File: config.mk
export PLATFORM = sky130hd
export DESIGN_NAME = branch_compare_seq
export DESIGN_NICKNAME = d
export VERILOG_FILES = /design/src/rtl/branch_pkg.sv /design/src/rtl/branch_chunk_cmp.sv /design/src/rtl/branch_compare_seq.sv
export SDC_FILE = /design/constraint.sdc
export NUM_CORES = 1
export LEC_CHECK = 0
export ABC_AREA = 1
export CELL_PAD_IN_SITES_DETAIL_PLACEMENT = 0
export CELL_PAD_IN_SITES_GLOBAL_PLACEMENT = 1
export CORE_UTILIZATION = 38
export CTS_BUF_LIST = sky130_fd_sc_hd__clkbuf_16
export CTS_CLUSTER_SIZE = 28
export DETAILED_ROUTE_END_ITERATION = 7
export PLACE_DENSITY_LB_ADDON = 0.1
export REMOVE_ABC_BUFFERS = 1
export SYNTH_ARGS = -nofsm -noshare
export SYNTH_HDL_FRONTEND = slang
export SYNTH_SLANG_ARGS = --single-unit
File: constraint.sdc
create_clock -name i_clk -period 3.2 [get_ports i_clk]
set_input_delay 0.64 -clock i_clk [delete_from_list [all_inputs] [get_ports i_clk]]
set_output_delay 0.64 -clock i_clk [all_outputs]
set_load 0.02 [all_outputs]
File: src/rtl/branch_pkg.sv
// Shared definitions for the multi-cycle RV32I branch comparator:
// funct3 encodings, FSM state type and funct3 decode helpers.
package branch_pkg;

  localparam logic [2:0] BR_BEQ  = 3'b000;
  localparam logic [2:0] BR_BNE  = 3'b001;
  localparam logic [2:0] BR_BLT  = 3'b100;
  localparam logic [2:0] BR_BGE  = 3'b101;
  localparam logic [2:0] BR_BLTU = 3'b110;
  localparam logic [2:0] BR_BGEU = 3'b111;

  typedef enum logic [1:0] {
    IDLE,
    CMP,
    DONE
  } br_state_t;

  function automatic logic is_signed_br(input logic [2:0] funct3);
    return (funct3 == BR_BLT) || (funct3 == BR_BGE);
  endfunction

  function automatic logic is_illegal_br(input logic [2:0] funct3);
    return funct3[2:1] == 2'b01;
  endfunction

  function automatic logic br_taken(input logic [2:0] funct3, input logic eq, input logic lt);
    case (funct3)
      BR_BEQ:           return eq;
      BR_BNE:           return !eq;
      BR_BLT, BR_BLTU:  return lt;
      BR_BGE, BR_BGEU:  return !lt;
      default:          return 1'b0;
    endcase
  endfunction

endpackage

File: src/rtl/branch_chunk_cmp.sv
// Combinational unsigned compare of one CHUNK-bit operand slice.
module branch_chunk_cmp #(
  parameter int CHUNK = 8
) (
  input  logic [CHUNK-1:0] i_a,
  input  logic [CHUNK-1:0] i_b,
  output logic             o_lt,
  output logic             o_eq
);

  assign o_lt = (i_a < i_b);
  assign o_eq = (i_a == i_b);

endmodule

File: src/rtl/branch_compare_seq.sv
// Multi-cycle branch comparator: scans operands MSB-first CHUNK bits per
// cycle and resolves all six conditional-branch funct3 modes.
module branch_compare_seq
  import branch_pkg::*;
#(
  parameter int WIDTH      = 32,
  parameter int CHUNK      = 8,
  parameter int EARLY_EXIT = 1
) (
  input  logic             i_clk,
  input  logic             i_rst_n,
  input  logic             i_valid,
  output logic             o_ready,
  input  logic [WIDTH-1:0] i_rs1Data,
  input  logic [WIDTH-1:0] i_rs2Data,
  input  logic [2:0]       i_brFunct,
  input  logic             i_flush,
  output logic             o_valid,
  input  logic             i_ready,
  output logic             o_brEqual,
  output logic             o_brLess,
  output logic             o_taken,
  output logic             o_illegal
);

  localparam int NCHUNK = WIDTH / CHUNK;
  localparam int IDXW   = (NCHUNK > 1) ? $clog2(NCHUNK) : 1;

  if (WIDTH % CHUNK != 0) begin : g_bad_chunk
    $error("branch_compare_seq: CHUNK must divide WIDTH");
  end

  br_state_t        state;
  logic [IDXW-1:0]  idx;
  logic [WIDTH-1:0] a_q, b_q;
  logic [2:0]       funct_q;
  logic             ill_q;
  logic             diff_seen, diff_lt;

  logic [WIDTH-1:0] sign_flip;
  logic [CHUNK-1:0] a_chunk, b_chunk;
  logic             chunk_lt, chunk_eq;
  logic             fin, fin_eq, fin_lt;

  // Flipping the sign bit of both operands maps signed order onto unsigned order.
  assign sign_flip = {is_signed_br(i_brFunct), {(WIDTH-1){1'b0}}};

  assign a_chunk = a_q[int'(idx)*CHUNK +: CHUNK];
  assign b_chunk = b_q[int'(idx)*CHUNK +: CHUNK];

  branch_chunk_cmp #(.CHUNK(CHUNK)) u_chunk_cmp (
    .i_a  (a_chunk),
    .i_b  (b_chunk),
    .o_lt (chunk_lt),
    .o_eq (chunk_eq)
  );

  always_comb begin
    fin    = 1'b0;
    fin_eq = 1'b0;
    fin_lt = 1'b0;
    if (ill_q) begin
      fin = 1'b1;
    end else if (EARLY_EXIT != 0 && !chunk_eq) begin
      fin    = 1'b1;
      fin_lt = chunk_lt;
    end else if (idx == '0) begin
      fin    = 1'b1;
      fin_eq = !diff_seen && chunk_eq;
      fin_lt = diff_seen ? diff_lt : chunk_lt;
    end
  end

  assign o_ready = (state == IDLE);

  always_ff @(posedge i_clk or negedge i_rst_n) begin
    if (!i_rst_n) begin
      state     <= IDLE;
      idx       <= '0;
      a_q       <= '0;
      b_q       <= '0;
      funct_q   <= '0;
      ill_q     <= 1'b0;
      diff_seen <= 1'b0;
      diff_lt   <= 1'b0;
      o_valid   <= 1'b0;
      o_brEqual <= 1'b0;
      o_brLess  <= 1'b0;
      o_taken   <= 1'b0;
      o_illegal <= 1'b0;
    end else if (i_flush) begin
      state     <= IDLE;
      idx       <= '0;
      o_valid   <= 1'b0;
      o_brEqual <= 1'b0;
      o_brLess  <= 1'b0;
      o_taken   <= 1'b0;
      o_illegal <= 1'b0;
    end else begin
      case (state)
        IDLE: begin
          if (i_valid) begin
            // Illegal funct3 spends one CMP cycle so its latency is 1 like the fastest compare.
            a_q       <= i_rs1Data ^ sign_flip;
            b_q       <= i_rs2Data ^ sign_flip;
            funct_q   <= i_brFunct;
            ill_q     <= is_illegal_br(i_brFunct);
            idx       <= IDXW'(NCHUNK - 1);
            diff_seen <= 1'b0;
            diff_lt   <= 1'b0;
            state     <= CMP;
          end
        end
        CMP: begin
          if (!diff_seen && !chunk_eq) begin
            diff_seen <= 1'b1;
            diff_lt   <= chunk_lt;
          end
          if (fin) begin
            state     <= DONE;
            o_valid   <= 1'b1;
            o_brEqual <= fin_eq;
            o_brLess  <= fin_lt;
            o_taken   <= !ill_q && br_taken(funct_q, fin_eq, fin_lt);
            o_illegal <= ill_q;
          end else begin
            idx <= idx - 1'b1;
          end
        end
        DONE: begin
          if (i_ready) begin
            state     <= IDLE;
            o_valid   <= 1'b0;
            o_brEqual <= 1'b0;
            o_brLess  <= 1'b0;
            o_taken   <= 1'b0;
            o_illegal <= 1'b0;
          end
        end
        default: state <= IDLE;
      endcase
    end
  end

endmodule

* Word-level counts from Yosys, hierarchy flattened
Index checks and enable logic that the tools add are counted.
Cells by class: add/subtract/negate cells 1, order comparisons 1, equal/unequal tests 17, shift operators 2, multiplexer cells 44, bitwise gates (word level) 3, reductions and logical operators 22
Operators by type and width (count):
- $shiftx 32x6->8 | 2
- $xor 32x32->32 | 2
- $mux 1 | 27
- $eq 3x3->1 const B | 6
- $mux 2 | 7
- $pmux 1 s2 | 7
- $reduce_and 3->1 | 4
- $ne 3x3->1 const B | 3
- $eq 8x8->1 | 1
- $lt 8x8->1 | 1
- $pmux 2 s3 | 1
- $reduce_bool 3->1 | 2
- $logic_not 1->1 | 5
- $eq 2x1->1 const B | 2
- $logic_not 2->1 | 2
- $ne 2x2->1 const B | 2
- $pmux 1 s4 | 1
- $pmux 2 s2 | 1
- $reduce_and 4->1 | 1
- $reduce_or 2->1 | 2
- $eq 3x1->1 const B | 1
- $logic_and 1x1->1 | 3
- $logic_not 3->1 | 1
- $ne 3x2->1 const B | 1
- other kinds (5) | 5
Word-level totals: register bits after elaboration 79, bits of input ports 72, output and inout bits 6, word-level logic and storage cells 103

* Depth between registers and ports, before layout
Gate-level depths: netlist of run 1.
depth in word-level cells 15, depth in mapped cells 19, mapped depth without buffers 17

* Cells and area by module
From an unflattened synthesis of run 1, not the netlist that was laid out.
Second synthesis, totals: cells, all modules 499, area, all modules 3843.7 µm²
By module, submodules not included:
- branch_compare_seq | times used 1, cells an instance 462, area an instance 3622.2 µm², seq. area each 1976.9 µm²
- branch_chunk_cmp | times used 1, cells an instance 37, area an instance 221.5 µm², seq. area each 0.0 µm²

* Worst setup path after synthesis of run 1
OpenSTA, ideal clock, no wires.
path kind reg-to-reg, start reg idx[0], end reg o_taken, setup time 116 ps, arrival 2158 ps, required time 3084 ps, path slack 926 ps, stages on the path, launching flop included 16, buffers on the path 2, clock period less this slack 2274 ps, cell sequence dfrtp_1 -> buf_2 -> clkinv_1 -> clkbuf_1 -> nand2_1 -> a32o_1 -> ha_1 -> nand2_2 -> nor2_4 -> nand2_2 -> nor2_4 -> nand2_2 -> nand2_4 -> a21oi_2 -> nand2b_4 -> nand2_1
On the way: word-level cells in the longest chain between the ends 15, elaborated cells on any way between the ends 28, classes of those cells order compare (1); eq/ne (2); shift (2); mux (17); reduce/logical (6)
RTL lines:
- start: declaration | RTL line branch_compare_seq.sv:34 | logic [IDXW-1:0] idx;
- start signal: assignment | RTL line branch_compare_seq.sv:108 | idx <= IDXW'(NCHUNK - 1);
- start signal: assignment | RTL line branch_compare_seq.sv:127 | idx <= idx - 1'b1;
- $shiftx 32x6->8 (on tied branches) | RTL line branch_compare_seq.sv:48, branch_compare_seq.sv:49
- $lt 8x8->1 / $eq 8x8->1 (equally long branches) | RTL line branch_chunk_cmp.sv:11, branch_chunk_cmp.sv:12
- $mux 1 / $logic_and 1x1->1 (equally long branches) | RTL line branch_compare_seq.sv:70, branch_compare_seq.sv:69
- $mux 1 | RTL line branch_compare_seq.sv:67 | end else if (idx == '0) begin
- $mux 1 | RTL line branch_compare_seq.sv:64 | end else if (EARLY_EXIT != 0 && !chunk_eq) begin
- $mux 1 | RTL line branch_compare_seq.sv:62 | if (ill_q) begin
- $logic_not 1->1 (on tied branches) | RTL line branch_pkg.sv:31, branch_pkg.sv:29
- $pmux 1 s4 | RTL line branch_pkg.sv:27 | case (funct3)
- $mux 1 | RTL line branch_compare_seq.sv:119 | if (fin) begin
- $mux 1 | RTL line branch_compare_seq.sv:100 | case (state)
- $mux 1 | RTL line branch_compare_seq.sv:91 | end else if (i_flush) begin
- $logic_and 1x1->1 | RTL line branch_compare_seq.sv:124 | o_taken <= !ill_q && br_taken(funct_q, fin_eq, fin_lt);
- $mux 1 | RTL line branch_compare_seq.sv:119
- $pmux 1 s2 | RTL line branch_compare_seq.sv:100
- $mux 1 | RTL line branch_compare_seq.sv:91
- end signal: assignment | RTL line branch_compare_seq.sv:124
- end: declaration | RTL line branch_compare_seq.sv:22 | output logic o_taken,
Several ways; a longest one is shown, not always the timed one. The select of a mux whose other input is x is not followed. A chain may end at the register's enable or synchronous reset.

* Final worst setup path of run 1
Same ends and word-level chain as after synthesis.

==> results of run 1 <==
==> worst register-to-register path, cell delays in order (launching register included) <==
cell and delay [ns]:
dfrtp_1 0.37, buf_4 0.19, clkinv_1 0.07, buf_4 0.25, nand2_1 0.09, a32o_1 0.23, ha_1 0.29, nand2_1 0.12
nor2_4 0.06, nand2_2 0.08, nor2_4 0.04, nand2_2 0.08, nand2_4 0.06, a21oi_2 0.25, nand2b_4 0.17, nand2_1 0.04
==> path summary, 6_finish.rpt <==
check | start | to | slack [ns] | cells past startpoint
hold reg to reg | a_q[9] | a_q[9] | 0.48 | 2
hold / removal | i_rst_n | a_q[0] | 0.45 | 1
setup reg to reg | idx[0] | o_taken | 0.70 | 15
max in group asynchronous | i_rst_n | a_q[12] | 2.06 | 1
setup / recovery | idx[0] | o_taken | 0.70 | 15
min in group i_clk | a_q[9] | a_q[9] | 0.48 | 2
==> power groups by stage <==
stage | Combinational, mW | Clock [mW] | Sequential (mW)
after global routing | 1.37 | 1.20 | 1.47
after detailed placement | 1.20 | 0 | 1.45
after global placement | 1.18 | 0 | 1.45
after CTS | 1.21 | 1.15 | 1.43
final | 1.19 | 1.13 | 1.43
after floorplan | 0.824 | 0 | 1.42
==> flip-flops by register name, indices dropped and copies added (netlist names), 2 cells and up <==
name and cells:
funct_q 3, a_q 32, idx 2, b_q 32, state 2
==> cell families after synthesis <==
| group | share of synthesized area |
|---|---|
| buffers and inverters | 0.0544 |
| adders and majority gates | 0.0292 |
| xor gates and xnor gates | 0.00454 |
| and+or+nand+nor | 0.304 |
| DFF | 0.512 |
| AOI/OAI and AO/OA | 0.0965 |
==> per-layer routing <==
layer	global-route usage	up-vias	part of all wire
met4	0.0585	0	0.011
li1	-	1689	-
met3	0.0373	9	0.046
met5	0	-	0
met2	0.289	68	0.44
met1	0.244	1476	0.51
==> cell usage in the layout, fill, tap and decap left out, types with 2 or more instances in the layout <==
master             n
bufinv_16          3
inv_2              6
dfrtp_1           79
ha_1               9
clkinv_1           2
xor2_1             2
nor2_4             3
nand3_1            9
clkbuf_16          9
nand2_1          237
inv_1             19
clkdlybuf4s50_1   76
a21oi_1           11
buf_4              6
o22ai_1           12
o21ai_1            4
o21ai_0           22
a32o_1             8
nand4_1            3
nand2_2            4
nor2_1            24
==> through the flow <==
stage               std cells  setup WS, ns  hold WS (ns)
finish                    694         0.704         0.447
global route              694         0.427         0.499
CTS                       694         0.690         0.476
detailed placement        680         0.693         0.461
global placement          680         0.746         0.456
floorplan                 464        0.0821         0.344
==> area by class of cell <==
type	instances	area, sq um	share of cell area
flip-flops and latches	79	1980	0.390
multi-input cells	359	1680	0.331
repair buffers	83	826	0.163
clock buffers	9	225	0.0445
well taps	133	166	0.0328
clock inverters	5	98.8	0.0195
inverters	26	97.6	0.0193
==> reports/qor.csv, run 1 <==
stage;metric;value;unit
run_status;outcome;finished, final reports clean;
critical_path;max incr delay on CP;0.37;ns
timing;Slew headroom;0.331;
critical_path;Worst Path Arrival;2.72;ns
final_layout;Core Util, Final;0.516;
clock_tree;Clock Pin Slew Worst Setup and Hold Paths;0.06;ns
route;DRT Pass-1 Iters;4;
yosys;number of flops mapped to enable cells by yosys;0;
hold_path;Worst Hold Class;input port to async pin;
yosys;Yosys top cell by area;dfrtp_1;
power;Clock Power Share;0.301;
power;P_int;2.53;mW
place;post-detail-place hpwl;5910;um
power;sequential share of power;0.382;
die;Placement Rows;36;
clock_tree;CTS root buffer;clkbuf_16;
job;max cap viols;0;
die;# IOs;78;
die;core area;0.00982;sq mm
timing;Slew Limit Fails;0;
yosys;Synth async-reset ratio;1.00;
global_route;largest net degree at the start of global routing;80;
route;Post-Route WL;8540;um
global_route;first-pass GRT wire length;14600;um
final_layout;fraction of final layout cells with drive strength greater than 1;0.0749;
critical_path;Worst setup SP type;flop;
yosys;Synth Warn #;0;
die;Die Y;103;um
route;Vias;3242;
critical_path;crit path max fanout;23;
global_route;Overflow after GRT;0;
yosys;synthesized area per cell;7.93;sq um
yosys;Synth Cell Area;0.00386;sq mm
yosys;Top FF cell, synth;dfrtp_1;
yosys;register area share after synthesis;0.512;
die;die area;0.0106;sq mm
critical_path;CP required;3.43;ns
yosys;unique cell type count in the Yosys netlist;31;
final_layout;Layout area overhead;31.2;%
route;vias per std cell;4.67;
power;Leak;2.50;nW
critical_path;crit path kind;flop to flop;
clock_tree;CTS tree;yes;
route;drt drc;0;
clock_tree;CTS buffer count;9;
clock_tree;CTS Hold Buffers Added;0;
clock_tree;total setup buffers inserted after CTS;0;
yosys;commonest cells in the netlist;nand2_1 (237), dfrtp_1 (79), nor2_1 (24), o21ai_0 (22), inv_1 (19);
power;pwr dens;740;mW/mm^2
final_layout;final net count;639;
timing;f_max;401;MHz
place;gpl congestion;0.818;
final_layout;ant diodes;0;
critical_path;crit path cell chain;buf_4 > clkinv_1 > buf_4 > nand2_1 > a32o_1 > ha_1 > nand2_1 > nor2_4 > nand2_2 > nor2_4 > nand2_2 > nand2_4 > a21oi_2 > nand2b_4 > nand2_1;
clock_tree;clk sinks;79;
route;routed len/inst;12.3;um
clock_tree;clk buf depth;2;
timing;final-report hold violation count;0;
yosys;Synth top area share;0.512;
clock_tree;post-CTS sizing;0;
power;net load switching power;1.22;mW
global_route;global-route usage over all layers;0.180;
yosys;Area contributors post-synth;dfrtp_1 (51%), nand2_1 (23%), ha_1 (2.9%);
final_layout;design area;0.00507;sq mm
clock_tree;H-tree depth;3;
timing;period utilization;0.780;
power;Comb pwr share;0.317;
final_layout;Layout fillers;993;
critical_path;critical path's top delay family;simple AND/OR/NAND/NOR gates;
yosys;Cells after Synth;487;
global_route;initial antenna violation count;0;
power;total chip power;3.75;mW
place;DP Area;0.00474;sq mm
critical_path;most used cell, CP;nand2_1;
power;maximum VDD drop;278;uV
timing;RSZ-0062 raised after global routing;false;
timing;total negative slack;0;ns
timing;Final Critical Period;2.50;ns
place;IO Port Bufs;77;
yosys;most frequent cell after synthesis;nand2_1;
timing;Setup Skew;0.00689;ns
route;Iteration-0 DRC Markers;125;
critical_path;Slowest-stage cell, CP;dfrtp_1;
power;Sw Ratio;0.326;
critical_path;CP Buf/Inv Count;3;
yosys;#FFs+latches synth;79;
timing;Slew @ Worst Pin;1.00;ns
route;Antenna Violating Nets Remaining;0;
clock_tree;Clock Latency Late Sink;0.33;ns
die;Starting Density;0.393;
die;die span in x;103;um
critical_path;element type at the critical path end;flop;
timing;Setup violations, final;0;
global_route;number of global-route vias before repair;3182;
(Power assumes the default switching activity.)
==> inputs of run 2 (changes only) <==
Clock period 3.2 ns to 2.48 ns, I/O delays scaled along.
==> run 2 against run 1 <==
  * Routed wire length grew 3.3%
  * Sequential power up 29%
  * Count of clock-buffer cells in the layout unchanged
  * Largest cell class unchanged
  * Maximum frequency increased by 9.7%
  * Register-to-register slack got worse by 0.50 ns
  * First-iteration DRC count down 7.2%
  * Total power up 22%
  * Cell area down 0.30%
  * Clock power about the same
  * Non-clock buffer count up 5
  * Utilization decreased by 0.15 points
==> reports/qor.csv, run 2 (synthesized netlist as in run 1, its figures left out) <==
stage;metric;value;unit;change
place;gpl congestion;0.816;;-0.28%
global_route;initial antenna violation count;0;;unchanged
final_layout;final net count;644;;+0.78%
final_layout;multi-input logic area;0.00168;sq mm;+0.45%
timing;f_max;440;MHz;+9.7%
final_layout;fraction of final layout cells with drive strength greater than 1;0.0776;;+0.00274
critical_path;CP required;2.70;ns;-0.73 ns
die;Die Y;103;um;unchanged
clock_tree;CTS tree;yes;;
clock_tree;post-CTS sizing;0;;unchanged
clock_tree;total setup buffers inserted after CTS;0;;unchanged
route;Antenna Violating Nets Remaining;0;;unchanged
timing;Slew @ Worst Pin;0.595;ns;-0.409 ns
die;# IOs;78;;unchanged
timing;Slew Limit Fails;0;;unchanged
critical_path;crit path max fanout;20;;-13%
route;vias per std cell;4.77;;+2.0%
timing;RSZ-0062 raised after global routing;false;;
clock_tree;Clock Latency Late Sink;0.33;ns;about the same
route;Iteration-0 DRC Markers;116;;-7.2%
global_route;largest net degree at the start of global routing;45;;-44%
critical_path;Worst Path Arrival;2.50;ns;-0.22 ns
power;Leak;2.51;nW;+0.35%
clock_tree;CTS buffer count;9;;unchanged
power;net load switching power;1.59;mW;+30%
final_layout;Layout area overhead;30.8;%;
route;drt drc;0;;unchanged
clock_tree;clk sinks;79;;unchanged
die;die span in x;103;um;unchanged
global_route;Overflow after GRT;0;;unchanged
power;pwr dens;902;mW/mm^2;+22%
clock_tree;CTS Hold Buffers Added;0;;unchanged
route;Vias;3336;;+2.9%
hold_path;Worst Hold Class;input port to async pin;;
timing;Slew headroom;0.603;;+0.273
final_layout;biggest registers after layout;a_q x32, b_q x32, funct_q x3;;
critical_path;Worst setup SP type;flop;;
place;IO Port Bufs;77;;unchanged
timing;final-report hold violation count;0;;unchanged
die;Placement Rows;36;;unchanged
critical_path;crit path kind;flop to flop;;
power;maximum VDD drop;379;uV;+36%
run_status;outcome;finished, final reports clean;;
die;core area;0.00982;sq mm;unchanged
route;routed len/inst;12.6;um;+2.4%
route;DRT Pass-1 Iters;4;;unchanged
clock_tree;H-tree depth;3;;unchanged
timing;Setup violations, final;0;;unchanged
power;Clock Power Share;0.252;;-0.049
timing;period utilization;0.917;;+0.137
final_layout;ant diodes;0;;unchanged
timing;Final Critical Period;2.28;ns;-0.221 ns
timing;Setup Skew;0.00564;ns;-0.00125 ns
die;Starting Density;0.393;;unchanged
clock_tree;Clock Pin Slew Worst Setup and Hold Paths;0.06;ns;about the same
timing;hold slack;0.151;ns;-0.296 ns
final_layout;most frequent cells in the layout;nand2_1 (237), dfrtp_1 (79), clkdlybuf4s50_1 (76);;
global_route;number of global-route vias before repair;3261;;+2.5%
die;die area;0.0106;sq mm;unchanged
power;total chip power;4.56;mW;+22%
power;Sw Ratio;0.349;;+0.0232
power;Comb pwr share;0.345;;+0.028
timing;total negative slack;0;ns;unchanged
clock_tree;CTS root buffer;clkbuf_16;;
power;P_int;2.97;mW;+17%
clock_tree;clk buf depth;2;;unchanged
power;sequential share of power;0.404;;+0.022
place;post-detail-place hpwl;6180;um;+4.6%
final_layout;Layout fillers;1015;;+2.2%
final_layout;register area;0.00198;sq mm;unchanged
final_layout;commonest non-fill, non-tap cell in the layout;nand2_1;;
global_route;first-pass GRT wire length;14900;um;+1.6%
job;max cap viols;0;;unchanged
route;Post-Route WL;8820;um;+3.3%
critical_path;element type at the critical path end;flop;;
global_route;global-route usage over all layers;0.184;;+0.00436
run 2: power groups by stage:
stage	Sequential [mW]	Clock (mW)	Combinational, mW
after floorplan	1.83	0	1.06
after global placement	1.86	0	1.57
after detailed placement	1.86	0	1.59
after CTS	1.84	1.17	1.59
after global routing	1.88	1.23	1.82
final	1.84	1.15	1.57
run 2: path summary, 6_finish.rpt:
kind	cells past startpoint	startpoint	slack, ns	end
worst max register to register	14	idx[0]	0.20	o_taken
min in group i_clk	2	a_q[15]	0.47	a_q[15]
worst min-delay path	1	i_rst_n	0.15	a_q[8]
worst max-delay path	14	idx[0]	0.20	o_taken
max in group asynchronous	2	i_rst_n	1.60	b_q[19]
worst min register to register	2	a_q[15]	0.47	a_q[15]
run 2: layer usage:
metal,GRT usage,part of all wire
met1,0.238,0.49
met2,0.306,0.45
met3,0.0420,0.044
met4,0.0650,0.012
met5,0,0
run 2: cell type report:
cell class	count	share of cell area
Tap cell	133	0.0329
Clock inverter	6	0.00471
Multi-Input combinational cell	359	0.333
Sequential cell	79	0.391
Inverter	26	0.0198
Timing Repair Buffer	88	0.173
Clock buffer	9	0.0446
run 2: through the flow:
| stage | std cells | area (sq um) | setup slack [ns] | utilization |
|---|---|---|---|---|
| 3_5_place_dp | 685 | 4790 | 0.112 | 0.488 |
| 4_1_cts | 700 | 5040 | 0.110 | 0.513 |
| 3_3_place_gp | 685 | 4790 | 0.199 | 0.488 |
| 6_report | 700 | 5050 | 0.205 | 0.514 |
| 5_1_grt | 700 | 5050 | 0.0179 | 0.514 |
| 2_1_floorplan | 464 | 3750 | -0.638 | - |
run 2: critical path: stages (launching register included):
cell      delay (ns)
dfrtp_1         0.41
clkinv_1        0.07
buf_4           0.22
nand2_1         0.08
a32o_1          0.23
ha_1            0.28
nand2_2         0.07
nor2_4          0.17
nand2_2         0.09
nor2_4          0.10
nand2_2         0.07
nand3_1         0.18
a211oi_1        0.07
nand2_1         0.07
nand2_1         0.05
